==> src/rtl/apu_pkg.sv <==
`default_nettype none
// ----------------------------------------------------------------------------
// apu_pkg: shared frame-sequencer constants and types for the APU channels. rev 1.0
// ----------------------------------------------------------------------------
package apu_pkg;

  localparam int FS_DIV_DEFAULT = 8192;

  typedef logic [2:0] fs_step_t;

  // Bit s set means the corresponding tick fires on entry to step s.
  localparam logic [7:0] LEN_STEPS   = 8'b0101_0101;
  localparam logic [7:0] SWEEP_STEPS = 8'b0100_0100;
  localparam logic [7:0] ENV_STEPS   = 8'b1000_0000;

endpackage
`default_nettype wire

==> src/rtl/apu_frame_seq.sv <==
`default_nettype none
// ----------------------------------------------------------------------------
// apu_frame_seq: ce divider, 8-step frame sequencer and registered tick pulses. rev 1.0
// ----------------------------------------------------------------------------
module apu_frame_seq
  import apu_pkg::*;
#(
  parameter int DIV = FS_DIV_DEFAULT
) (
  input  logic       clk,
  input  logic       rst,
  input  logic       ce,
  input  logic       apu_on,
  output logic [2:0] fs_step,
  output logic       len_tick,
  output logic       sweep_tick,
  output logic       env_tick
);

  localparam int            CW       = (DIV > 1) ? $clog2(DIV) : 1;
  localparam logic [CW-1:0] DIV_LAST = CW'(DIV - 1);

  logic [CW-1:0] div_cnt;
  fs_step_t      next_step;

  assign next_step = fs_step + 3'd1;

  // Power-off restarts the divider so the first step after re-enable is a full period away.
  always_ff @(posedge clk) begin
    if (rst || !apu_on) begin
      div_cnt    <= '0;
      fs_step    <= '0;
      len_tick   <= 1'b0;
      sweep_tick <= 1'b0;
      env_tick   <= 1'b0;
    end else begin
      len_tick   <= 1'b0;
      sweep_tick <= 1'b0;
      env_tick   <= 1'b0;
      if (ce) begin
        if (div_cnt == DIV_LAST) begin
          div_cnt    <= '0;
          fs_step    <= next_step;
          len_tick   <= LEN_STEPS[next_step];
          sweep_tick <= SWEEP_STEPS[next_step];
          env_tick   <= ENV_STEPS[next_step];
        end else begin
          div_cnt <= div_cnt + 1'b1;
        end
      end
    end
  end

endmodule
`default_nettype wire

==> src/rtl/apu_sq_env_len.sv <==
`default_nettype none
// ----------------------------------------------------------------------------
// apu_sq_env_len: square-channel envelope, length counter and frame-sequencer stage. rev 1.0
// ----------------------------------------------------------------------------
module apu_sq_env_len
  import apu_pkg::*;
#(
  parameter int DIV = FS_DIV_DEFAULT
) (
  input  logic       clk,
  input  logic       rst,
  input  logic       ce,
  input  logic       apu_on,
  input  logic       len_load,
  input  logic [5:0] len_data,
  input  logic       trigger,
  input  logic       len_en,
  input  logic [3:0] env_init,
  input  logic       env_dir,
  input  logic [2:0] env_period,
  output logic [3:0] volume,
  output logic       ch_on,
  output logic       len_tick,
  output logic       sweep_tick,
  output logic       env_tick,
  output logic [2:0] fs_step
);

  logic [6:0] len_cnt;
  logic [6:0] len_loaded;
  logic [3:0] vol;
  logic [2:0] env_timer;
  logic       ch_on_r;
  logic       dac_on;
  logic       trig;
  logic       len_dec;

  apu_frame_seq #(
    .DIV(DIV)
  ) u_frame_seq (
    .clk       (clk),
    .rst       (rst),
    .ce        (ce),
    .apu_on    (apu_on),
    .fs_step   (fs_step),
    .len_tick  (len_tick),
    .sweep_tick(sweep_tick),
    .env_tick  (env_tick)
  );

  assign dac_on = (env_init != 4'd0) | env_dir;
  assign trig   = trigger & apu_on;

  // A same-cycle load is visible to the trigger's zero test.
  assign len_loaded = len_load ? (7'd64 - {1'b0, len_data}) : len_cnt;
  assign len_dec    = len_tick & len_en & (len_cnt != 7'd0) & ~len_load;

  always_ff @(posedge clk) begin
    if (rst) begin
      len_cnt <= '0;
    end else if (trig) begin
      len_cnt <= (len_loaded == 7'd0) ? 7'd64 : len_loaded;
    end else if (len_load) begin
      len_cnt <= len_loaded;
    end else if (len_dec) begin
      len_cnt <= len_cnt - 7'd1;
    end
  end

  always_ff @(posedge clk) begin
    if (rst || !apu_on || !dac_on) begin
      ch_on_r <= 1'b0;
    end else if (trig) begin
      ch_on_r <= 1'b1;
    end else if (len_dec && (len_cnt == 7'd1)) begin
      ch_on_r <= 1'b0;
    end
  end

  always_ff @(posedge clk) begin
    if (rst || !apu_on) begin
      vol       <= '0;
      env_timer <= '0;
    end else if (trig) begin
      vol       <= env_init;
      env_timer <= env_period;
    end else if (env_tick && (env_period != 3'd0)) begin
      if (env_timer <= 3'd1) begin
        env_timer <= env_period;
        if (env_dir && (vol != 4'd15)) begin
          vol <= vol + 4'd1;
        end else if (!env_dir && (vol != 4'd0)) begin
          vol <= vol - 4'd1;
        end
      end else begin
        env_timer <= env_timer - 3'd1;
      end
    end
  end

  // The DAC gate is combinational so a register write silences the channel immediately.
  assign ch_on  = ch_on_r & dac_on;
  assign volume = ch_on ? vol : 4'd0;

endmodule
`default_nettype wire

==> config.mk <==
export PLATFORM = sky130hd
export DESIGN_NAME = apu_sq_env_len
export DESIGN_NICKNAME = d
export VERILOG_FILES = /design/src/rtl/apu_pkg.sv /design/src/rtl/apu_frame_seq.sv /design/src/rtl/apu_sq_env_len.sv
export SDC_FILE = /design/constraint.sdc
export NUM_CORES = 1
export LEC_CHECK = 0
export CORE_UTILIZATION = 45
export CTS_BUF_LIST = sky130_fd_sc_hd__clkbuf_8
export DETAILED_ROUTE_END_ITERATION = 10
export HOLD_SLACK_MARGIN = 0.08
export PLACE_DENSITY = 0.77
export SLEW_MARGIN = 10
export SYNTH_ARGS = -nofsm -noshare
export SYNTH_HDL_FRONTEND = slang
export SYNTH_SLANG_ARGS = --single-unit
==> constraint.sdc <==
create_clock -name clk -period 2 [get_ports clk]
set_input_delay 0.2 -clock clk [delete_from_list [all_inputs] [get_ports clk]]
set_output_delay 0.2 -clock clk [all_outputs]
set_load 0.02 [all_outputs]
======== Word level (Yosys, flattened, before mapping) ========
Memories as Yosys holds them, arrays and structs flattened. A register that Yosys moved wholly into a read port is not among the register bits.
Index checks and enable logic that the tools add are counted.
W data, S select, Z words.
storage, ports and cells
  register bits ........................... 31
  memory bits (read-only) ................. 24
  input port bits ......................... 21
  output and inout bits ................... 11
  word-level logic and storage cells ...... 68
  memories ................................ 3
memory list
  memory           depth  bits a word  read ports  clocked after Yosys merged registers in  wr ports  line                 text
  (no name shown)  8      1            1           1                                        0         apu_frame_seq.sv:46  env_tick <= ENV_STEPS[next_step];
  (no name shown)  8      1            1           1                                        0         apu_frame_seq.sv:45  sweep_tick <= SWEEP_STEPS[next_step];
  (no name shown)  8      1            1           1                                        0         apu_frame_seq.sv:44  len_tick <= LEN_STEPS[next_step];
cells by class
  add/subtract/negate cells ............... 7
  magnitude comparators ................... 1
  equal/unequal tests ..................... 3
  multiplexer cells ....................... 17
  bitwise logic cells ..................... 9
  reduce and logical (&&, ||, !) cells .... 22
operators with widths
  operator                 number
  $mux W7                  5
  $mux W4                  6
  $add A13 B1 Y13 const B  1
  $eq A13 B13 Y1 const B   1
  $mux W13                 1
  $mux W3                  3
  $reduce_bool A3 Y1       3
  $reduce_bool A4 Y1       2
  $eq A7 B1 Y1 const B     1
  $logic_not A7 Y1         1
  $reduce_bool A7 Y1       1
  $sub A7 B1 Y7 const B    1
  $sub A7 B6 Y7 const A    1
  $reduce_bool A2 Y1       3
  $and A1 B1 Y1            5
  $add A4 B1 Y4 const B    1
  $logic_and A1 B1 Y1      4
  $ne A4 B4 Y1 const B     1
  $sub A4 B1 Y4 const B    1
  $add A3 B1 Y3 const B    1
  $le A3 B1 Y1 const B     1
  $logic_not A1 Y1         3
  $not A1 Y1               3
  $reduce_and A3 Y1        1
  other kinds (6)          8

======== Depth between registers and ports, before layout ========
Gate-level depths: netlist (run 1).
  word-level depth ........................ 7
  mapped depth ............................ 8
  gate-level depth less buffers ........... 8

======== Modules after synthesis ========
Synthesis (run 1) repeated with hierarchy kept, for this count alone.
second synthesis, totals
  cells, all modules ...................... 250
  area total of the unflattened synthesis .. 2110.8 µm²
modules (own cells, without submodules)
  module          times used  cells each  area an instance (µm²)  sequential area each (µm²)
  apu_sq_env_len  1           159         1244.9                  300.3
  apu_frame_seq   1           91          865.8                   380.4

======== Least setup slack after synthesis (run 1) ========
No wires, ideal clock.
  path type ............................... flip-flop to flip-flop
  start point ............................. register vol[1]
  end point ............................... register vol[3]
  setup time .............................. 0.128 ns
  arrival time ............................ 1.701 ns
  data required time ...................... 1.872 ns
  setup slack ............................. 0.172 ns
  stages on the path, launching flop included .. 9
  path buffers ............................ 0
  period minus slack after synthesis ...... 1.828 ns
  path through ............................ dfxtp_1 and4_1 nand2b_1 ha_1 a21o_1 a21oi_1 xnor2_1 a211oi_1 a211oi_1
between the ends
  cells in the longest elaborated chain, start to end .. 6
  elaborated cells between the ends (all ways) .. 13
  those cells by class .................... add/sub: 2; eq/ne: 1; mux: 5; reduce/logical: 5
ends and longest elaborated chain
  what                                            line                                        text
  from (decl)                                     apu_sq_env_len.sv:31                        logic [3:0] vol;
  from (signal assigned)                          apu_sq_env_len.sv:85                        vol <= env_init;
  from (signal assigned)                          apu_sq_env_len.sv:91                        vol <= vol + 4'd1;
  from (signal assigned)                          apu_sq_env_len.sv:93                        vol <= vol - 4'd1;
  $sub A4 B1 Y4 or $ne A4 B4 Y1 (tied branches)   apu_sq_env_len.sv:93, apu_sq_env_len.sv:90
  $mux W4 or $logic_and A1 B1 Y1 (tied branches)  apu_sq_env_len.sv:92, apu_sq_env_len.sv:90
  $mux W4                                         apu_sq_env_len.sv:90                        if (env_dir && (vol != 4'd15)) begin
  $mux W4                                         apu_sq_env_len.sv:88                        if (env_timer <= 3'd1) begin
  $mux W4                                         apu_sq_env_len.sv:87                        end else if (env_tick && (env_period != 3'd0)) begin
  $mux W4                                         apu_sq_env_len.sv:84                        end else if (trig) begin
Parallel ways exist; a longest one is shown, timed or not. The select of a mux whose other input is x is not followed.
A chain may end at the register's enable or synchronous reset.

======== Worst setup path in the final report (run 1) ========
  start point ............................. input env_init[0]
  end point ............................... output ch_on
between the ends
  cells in the longest elaborated chain, start to end .. 3
ends and longest elaborated chain
  what                line                   text
  from (decl)         apu_sq_env_len.sv:18   input logic [3:0] env_init,
  $reduce_bool A4 Y1  apu_sq_env_len.sv:51   assign dac_on = (env_init != 4'd0) | env_dir;
  $or A1 B1 Y1        apu_sq_env_len.sv:51
  $and A1 B1 Y1       apu_sq_env_len.sv:102  assign ch_on = ch_on_r & dac_on;
  to (decl)           apu_sq_env_len.sv:22   output logic ch_on,
No other way between the ends.

==> flow_metrics.env, run 1 <==
export IMPL_drtAntennaViolNets=0
export IMPL_post_route_period_util_pct=95.48
export IMPL_synthTopCellsByArea="dfxtp_1 (34%), ha_1 (6.2%), nor2_1 (6.1%), xor2_1 (4.8%), nand2_1 (4.1%)"
export IMPL_synth_compound_area_share_pct=16.08
export IMPL_avgSynthCellArea_um2=8.125
export IMPL_netlist_area_um2=2023
export IMPL_fillers=395
export IMPL_final_setup_skew_ns=0.007088
export IMPL_route_vias_total=1931
export IMPL_coreArea_um2=4324
export IMPL_synth_edff_count=0
export IMPL_crit_path_cell_trace="clkdlybuf4s50_1 -> or4_4 -> o21ai_4 -> inv_2 -> dlygate4sd2_1"
export IMPL_grt_usage_pct=19.75
export IMPL_ys_flop_type="dfxtp_1"
export IMPL_io_buffers=31
export IMPL_p_leak_nw=1.074
export IMPL_synthArstFlopShare_pct=0
export IMPL_slew_headroom_pct=67.58
export IMPL_drt_iter0_drc=123
export IMPL_via_per_inst=5.439
export IMPL_hold_viol_final=0
export IMPL_drc=0
export IMPL_postCtsSetupRepairBufs=0
export IMPL_synth_common_cells="dfxtp_1 (34), nor2_1 (33), nand2_1 (22)"
export IMPL_pre_cts_ws_ns=-0.3268
export IMPL_antennaDiodeCount=0
export IMPL_wire_per_inst_um=12.47
export IMPL_critPathBufInv=3
export IMPL_end_kind="output port"
export IMPL_die_w_um=69.05
export IMPL_clock_sinks=34
export IMPL_worst_slack_ns=0.09047
export IMPL_ys_warnings_count=0
export IMPL_status="complete, no violations"
export IMPL_synth_xor_area_share_pct=8.225
export IMPL_hp_class="register to register"
export IMPL_period_needed_ns=1.910
export IMPL_tightest_slew_ns=0.4851
export IMPL_yosysSeqAreaShare_pct=33.64
export IMPL_layout_drive_gt1_share_pct=13.86
export IMPL_dpl_hpwl_um=3346
export IMPL_insertion_delay_ns=0.29
export IMPL_critPathKind="input port to output port"
export IMPL_multi_input_area_um2=1292
export IMPL_cts_tree="done"
export IMPL_root_buffer="clkbuf_8"
export IMPL_critPathMaxStageDelay_ns=0.56
export IMPL_clkTransAtPathRegs_ns=0.07
export IMPL_report_final_slew_viol_count=0
export IMPL_vdd_drop_max_v=0.0004521
export IMPL_yosysTopAreaCell="dfxtp_1"
export IMPL_cap_violations=0
export IMPL_area_growth_syn_to_layout_pct=30.49
export IMPL_synth_seq_cells=34
export IMPL_synth_nets=281
export IMPL_cts_buffer_depth=2
export IMPL_htreeDepth=2
export IMPL_synth_top_family_by_area="simple AND/OR/NAND/NOR gates"
export IMPL_yosysTopAreaCellShare_pct=33.64
export IMPL_dr_pass1_iters=4
export IMPL_layout_nets=334
export IMPL_rows=24
export IMPL_synth_distinct_cells=46
export IMPL_path_delay_family="buffers and inverters"
export IMPL_finalSetupViolCount=0
export IMPL_rsz0062_at_grt="false"
export IMPL_ios=32
export IMPL_dieArea_um2=4768
export IMPL_synth_adder_area_share_pct=7.174
export IMPL_fin_setup_tns_ns=0
export IMPL_grt_first_pass_wirelength_um=7755
export IMPL_register_area_um2=680.7
export IMPL_cp_required_ns=1.80
export IMPL_grt_max_degree=18
export IMPL_synthMostInstantiatedCell="dfxtp_1"
export IMPL_worst_ep_arrival_time_ns=1.71
export IMPL_numCtsBuffers=5
export IMPL_synth_area_mux_share_pct=1.670
export IMPL_antenna_found_initial=0
export IMPL_wl_um=4426
export IMPL_place_congestion=0.9608
export IMPL_path_max_fanout=4
export IMPL_synth_simple_area_share_pct=29.56
export IMPL_grt_pass1_vias=1819
export IMPL_start_kind="input port"
export IMPL_syn_inst=249
export IMPL_p_per_area_nw_per_um2=578.6
export IMPL_die_h_um=69.05
export IMPL_fmax_mhz=523.7
export IMPL_initial_core_util_pct=46.79
export IMPL_cpMaxStageDelayCell="or4_4"
export IMPL_overflow=0
## area by class of cell
cell class              instances  area share (%)
clock buffers                   6           3.128
clock inverters                 2          0.4739
inverters                      11           1.564
multi-input cells             196           48.96
flip-flops and latches         34           25.78
well taps                      52           2.464
repair buffers                 54           17.63
## placed cells by master, fill, tap and decap left out, types with 8 or more instances in the layout
cell type / synthesis / routed
clkdlybuf4s50_1: 0 / 26
xnor2_1: 8 / 8
a21oi_1: 12 / 11
and3_1: 8 / 8
nand4_1: 10 / 10
ha_1: 10 / 10
inv_1: 9 / 9
buf_4: 0 / 23
xor2_1: 11 / 11
nor2_1: 33 / 33
nand2_1: 22 / 22
dfxtp_1: 34 / 34
## path summary, 6_finish.rpt
path / cells past startpoint / slack [ns] / start / end
setup reg to reg: 8 / 0.14 / vol[3] / vol[3]
setup / recovery: 5 / 0.09 / env_init[0] / ch_on
hold / removal: 2 / 0.46 / u_frame_seq.div_cnt[12] / u_frame_seq.div_cnt[12]
hold reg to reg: 2 / 0.46 / u_frame_seq.div_cnt[12] / u_frame_seq.div_cnt[12]
## worst min-delay path, cell delays in order, from the launching register on
cell and delay [ns]:
dfxtp_1 0.32, a21oi_1 0.04, nor2_1 0.07
## kinds of logic (layout without fill, tap and decap cells)
family,count (synthesis),count (layout)
compound gates,48,48
xor+xnor,19,19
fa+ha+maj,11,11
buf+inv,19,73
flops,34,34
mux,3,3
simple gates,115,115
## per-stage QoR
step           cell area, µm²  std cells  power [mW]  hold WS [ns]  util, %
6_report                 2640        355       1.527        0.4604    61.05
3_3_place_gp             2539        347       1.001        0.4449    58.71
2_1_floorplan            2023        249      0.8800        0.2719        -
5_1_grt                  2640        355       1.602        0.4855    61.05
4_1_cts                  2643        355       1.538        0.4686    61.11
3_5_place_dp             2539        347       1.003        0.4531    58.71
## per-layer routing
metal | routed length, µm | track usage [%] | vias up
met5 | 0 | 0 | -
met4 | 76 | 8.163 | 0
met3 | 250 | 4.678 | 8
met2 | 1986 | 31.28 | 49
met1 | 2112 | 25.71 | 880
li1 | - | - | 994
## timing repair
item / in CTS / in global routing
hold buffers: 0 / 0
resized for setup: 13 / 6
pin swaps: 0 / 1
endpoints found under the setup margin: 5 / 4
## power by group
part	leakage, nW	switching [mW]	internal [mW]
clock network	0.0472	0.255	0.276
logic	0.751	0.138	0.143
registers	0.276	0.0206	0.695
total	1.07	0.413	1.11
## registers in the layout, indices dropped and copies added, names as in the netlist, 3 cells and up
signal / flops
len_cnt: 7
u_frame_seq.fs_step: 3
u_frame_seq.div_cnt: 13
env_timer: 3
vol: 4
(Power assumes the default switching activity.)
==> inputs of run 2 (changes only) <==
--- a/config.mk
+++ b/config.mk
@@ -8,8 +8,9 @@
 export CORE_UTILIZATION = 45
 export CTS_BUF_LIST = sky130_fd_sc_hd__clkbuf_8
 export DETAILED_ROUTE_END_ITERATION = 10
+export GPL_ROUTABILITY_DRIVEN = 0
 export HOLD_SLACK_MARGIN = 0.08
-export PLACE_DENSITY = 0.77
+export PLACE_DENSITY = 0.71
 export SLEW_MARGIN = 10
 export SYNTH_ARGS = -nofsm -noshare
 export SYNTH_HDL_FRONTEND = slang
==> flow_metrics.env, run 2 (synthesis results as in run 1) <==
export IMPL_drtAntennaViolNets=0
export IMPL_htreeDepth=2
export IMPL_grt_first_pass_wirelength_um=8245
export IMPL_start_kind="input port"
export IMPL_post_route_period_util_pct=95.24
export IMPL_route_vias_total=1977
export IMPL_pre_cts_ws_ns=-0.3181
export IMPL_hold_end="u_frame_seq.div_cnt[12]"
export IMPL_layout_drive_gt1_share_pct=14.75
export IMPL_coreArea_um2=4324
export IMPL_cpMaxStageDelayCell="or4_4"
export IMPL_clkTransAtPathRegs_ns=0.07
export IMPL_p_sw_share_pct=26.74
export IMPL_crit_path_cell_trace="clkdlybuf4s50_1 -> or4_4 -> o21ai_4 -> inv_2 -> and2_1 -> buf_2"
export IMPL_power_frac_comb_pct=18.7
export IMPL_p_switching_mw=0.4051
export IMPL_grt_max_degree=17
export IMPL_fillers=401
export IMPL_r2r_slack_ns=0.13
export IMPL_overflow=0
export IMPL_p_leak_nw=1.084
export IMPL_place_area_um2=2554
export IMPL_cts_buffer_depth=2
export IMPL_via_per_inst=5.538
export IMPL_critPathMaxStageDelay_ns=0.56
export IMPL_initial_core_util_pct=46.79
export IMPL_slew_headroom_pct=67.19
export IMPL_p_total_mw=1.515
export IMPL_top_register="u_frame_seq.div_cnt"
export IMPL_area_growth_syn_to_layout_pct=30.67
export IMPL_p_per_area_nw_per_um2=573.0
export IMPL_final_setup_skew_ns=0.01026
export IMPL_cap_violations=0
export IMPL_dr_pass1_iters=4
export IMPL_status="complete, no violations"
export IMPL_finalSetupViolCount=0
export IMPL_hold_viol_final=0
export IMPL_postCtsSetupRepairBufs=0
export IMPL_root_buffer="clkbuf_8"
export IMPL_fmax_mhz=525.0
export IMPL_cp_required_ns=1.80
export IMPL_numCtsBuffers=5
export IMPL_worst_ep_arrival_time_ns=1.70
export IMPL_hold_depth=2
export IMPL_reg_top3="u_frame_seq.div_cnt: 13 flops, len_cnt: 7 flops, vol: 4 flops"
export IMPL_r2r_cells=7
export IMPL_insertion_delay_ns=0.29
export IMPL_drc=0
export IMPL_grt_usage_pct=21.00
export IMPL_tightest_slew_ns=0.4910
export IMPL_hp_class="register to register"
export IMPL_fin_setup_tns_ns=0
export IMPL_wl_um=4714
export IMPL_wire_per_inst_um=13.20
export IMPL_hold_path_startpoint="u_frame_seq.div_cnt[12]"
export IMPL_grt_pass1_vias=1852
export IMPL_worst_slack_ns=0.09529
export IMPL_rsz0062_at_grt="true"
export IMPL_ios=32
export IMPL_reg2reg_from="vol[3]"
export IMPL_clock_sinks=34
export IMPL_end_kind="output port"
export IMPL_vdd_drop_max_v=0.0004527
export IMPL_critPathKind="input port to output port"
export IMPL_antenna_found_initial=0
export IMPL_critPathBufInv=3
export IMPL_largest_reg_flops=13
export IMPL_worst_path_stages=6
export IMPL_mostFrequentLayoutCells="dfxtp_1 (34), nor2_1 (33), clkdlybuf4s50_1 (26)"
export IMPL_die_w_um=69.05
export IMPL_die_h_um=69.05
export IMPL_layout_commonest_cell="dfxtp_1"
export IMPL_io_buffers=31
export IMPL_period_needed_ns=1.905
export IMPL_power_internal_mw=1.110
export IMPL_rows=24
export IMPL_clock_power_share_pct=34.1
export IMPL_fin_area_um2=2644
export IMPL_antennaDiodeCount=0
export IMPL_drt_iter0_drc=96
export IMPL_r2r_end="vol[2]"
export IMPL_report_final_slew_viol_count=0
export IMPL_dpl_hpwl_um=3583
export IMPL_dieArea_um2=4768
export IMPL_path_delay_family="simple AND/OR/NAND/NOR gates"
export IMPL_layout_nets=336
export IMPL_path_max_fanout=4
export IMPL_cts_tree="done"
export IMPL_p_seq_share_pct=47.1
run 2: cell types whose count changed in the layout (fill, tap and decap cells not counted):
cell / previous run / this run
clkbuf_2: 0 / 1
buf_2: 3 / 4
dlygate4sd2_1: 2 / 0
inv_1: 9 / 10
buf_4: 23 / 25
clkinvlp_4: 1 / 0
run 2: worst register-to-register path: cells and delay by family, from the launching register on:
| family | cells | cell delay, ns |
|---|---|---|
| adders and majority gates | 1 | 0.37 |
| AOI/OAI and AO/OA | 2 | 0.43 |
| and+or+nand+nor | 2 | 0.37 |
| buffers and inverters | 1 | 0.15 |
| DFF | 1 | 0.32 |
| xor gates and xnor gates | 1 | 0.15 |
run 2: per-layer routing:
| metal | global-route usage, % | vias up | routed length, µm |
|---|---|---|---|
| li1 | - | 1000 | - |
| met1 | 27.55 | 913 | 2160 |
| met2 | 32.79 | 53 | 2194 |
| met3 | 4.971 | 11 | 262 |
| met4 | 9.070 | 0 | 97 |
| met5 | 0 | - | 0 |
run 2: power groups by stage:
stage                     sequential, mW  clock [mW]  combinational, mW
after floorplan                    0.727           0              0.153
after CTS                          0.714       0.534              0.282
after global placement             0.728           0              0.274
after detailed placement           0.729           0              0.279
final                              0.714       0.517              0.284
after global routing               0.716       0.572              0.318
run 2: final cells by class:
cell class / count / area [µm²] / share of cell area (%)
timing repair buffer: 56 / 473.0 / 17.89
tap: 52 / 65.06 / 2.461
multi-input combinational: 196 / 1292 / 48.89
clock inverter: 2 / 8.758 / 0.3313
inverter: 11 / 41.29 / 1.562
sequential: 34 / 680.7 / 25.75
clock buffer: 6 / 82.58 / 3.124
run 2: how the worst max path moves through the flow:
stage	start	to	slack (ns)
5_1_grt	vol[3]	vol[3]	-0.004
3_3_place_gp	env_init[2]	volume[1]	-0.30
3_5_place_dp	env_init[2]	volume[0]	-0.32
2_1_floorplan	vol[1]	vol[3]	0.17
6_report	env_init[3]	volume[0]	0.1
4_1_cts	env_init[2]	volume[0]	0.0002
run 2: per-stage QoR:
stage	hold WS, ns	util [%]	std cells
5_1_grt	0.5151	61.14	357
3_5_place_dp	0.4644	59.06	349
4_1_cts	0.4815	61.46	357
6_report	0.4801	61.14	357
2_1_floorplan	0.2719	-	249
3_3_place_gp	0.4545	59.06	349
run 2: what timing repair did:
action,4_1_cts,5_1_grt
endpoints found under the hold margin,0,0
pin swaps,1,1
endpoints found under the setup margin,5,6
gates cloned,0,0
gates resized for setup,16,8
hold buffers,0,0
==> inputs of run 3 (changes only) <==
--- a/config.mk
+++ b/config.mk
@@ -5,6 +5,7 @@
 export SDC_FILE = /design/constraint.sdc
 export NUM_CORES = 1
 export LEC_CHECK = 0
+export CAP_MARGIN = 30
 export CORE_UTILIZATION = 45
 export CTS_BUF_LIST = sky130_fd_sc_hd__clkbuf_8
 export DETAILED_ROUTE_END_ITERATION = 10
==> results of run 3 <==
The final DEF is identical to that of run 2; final timing and power are the same.
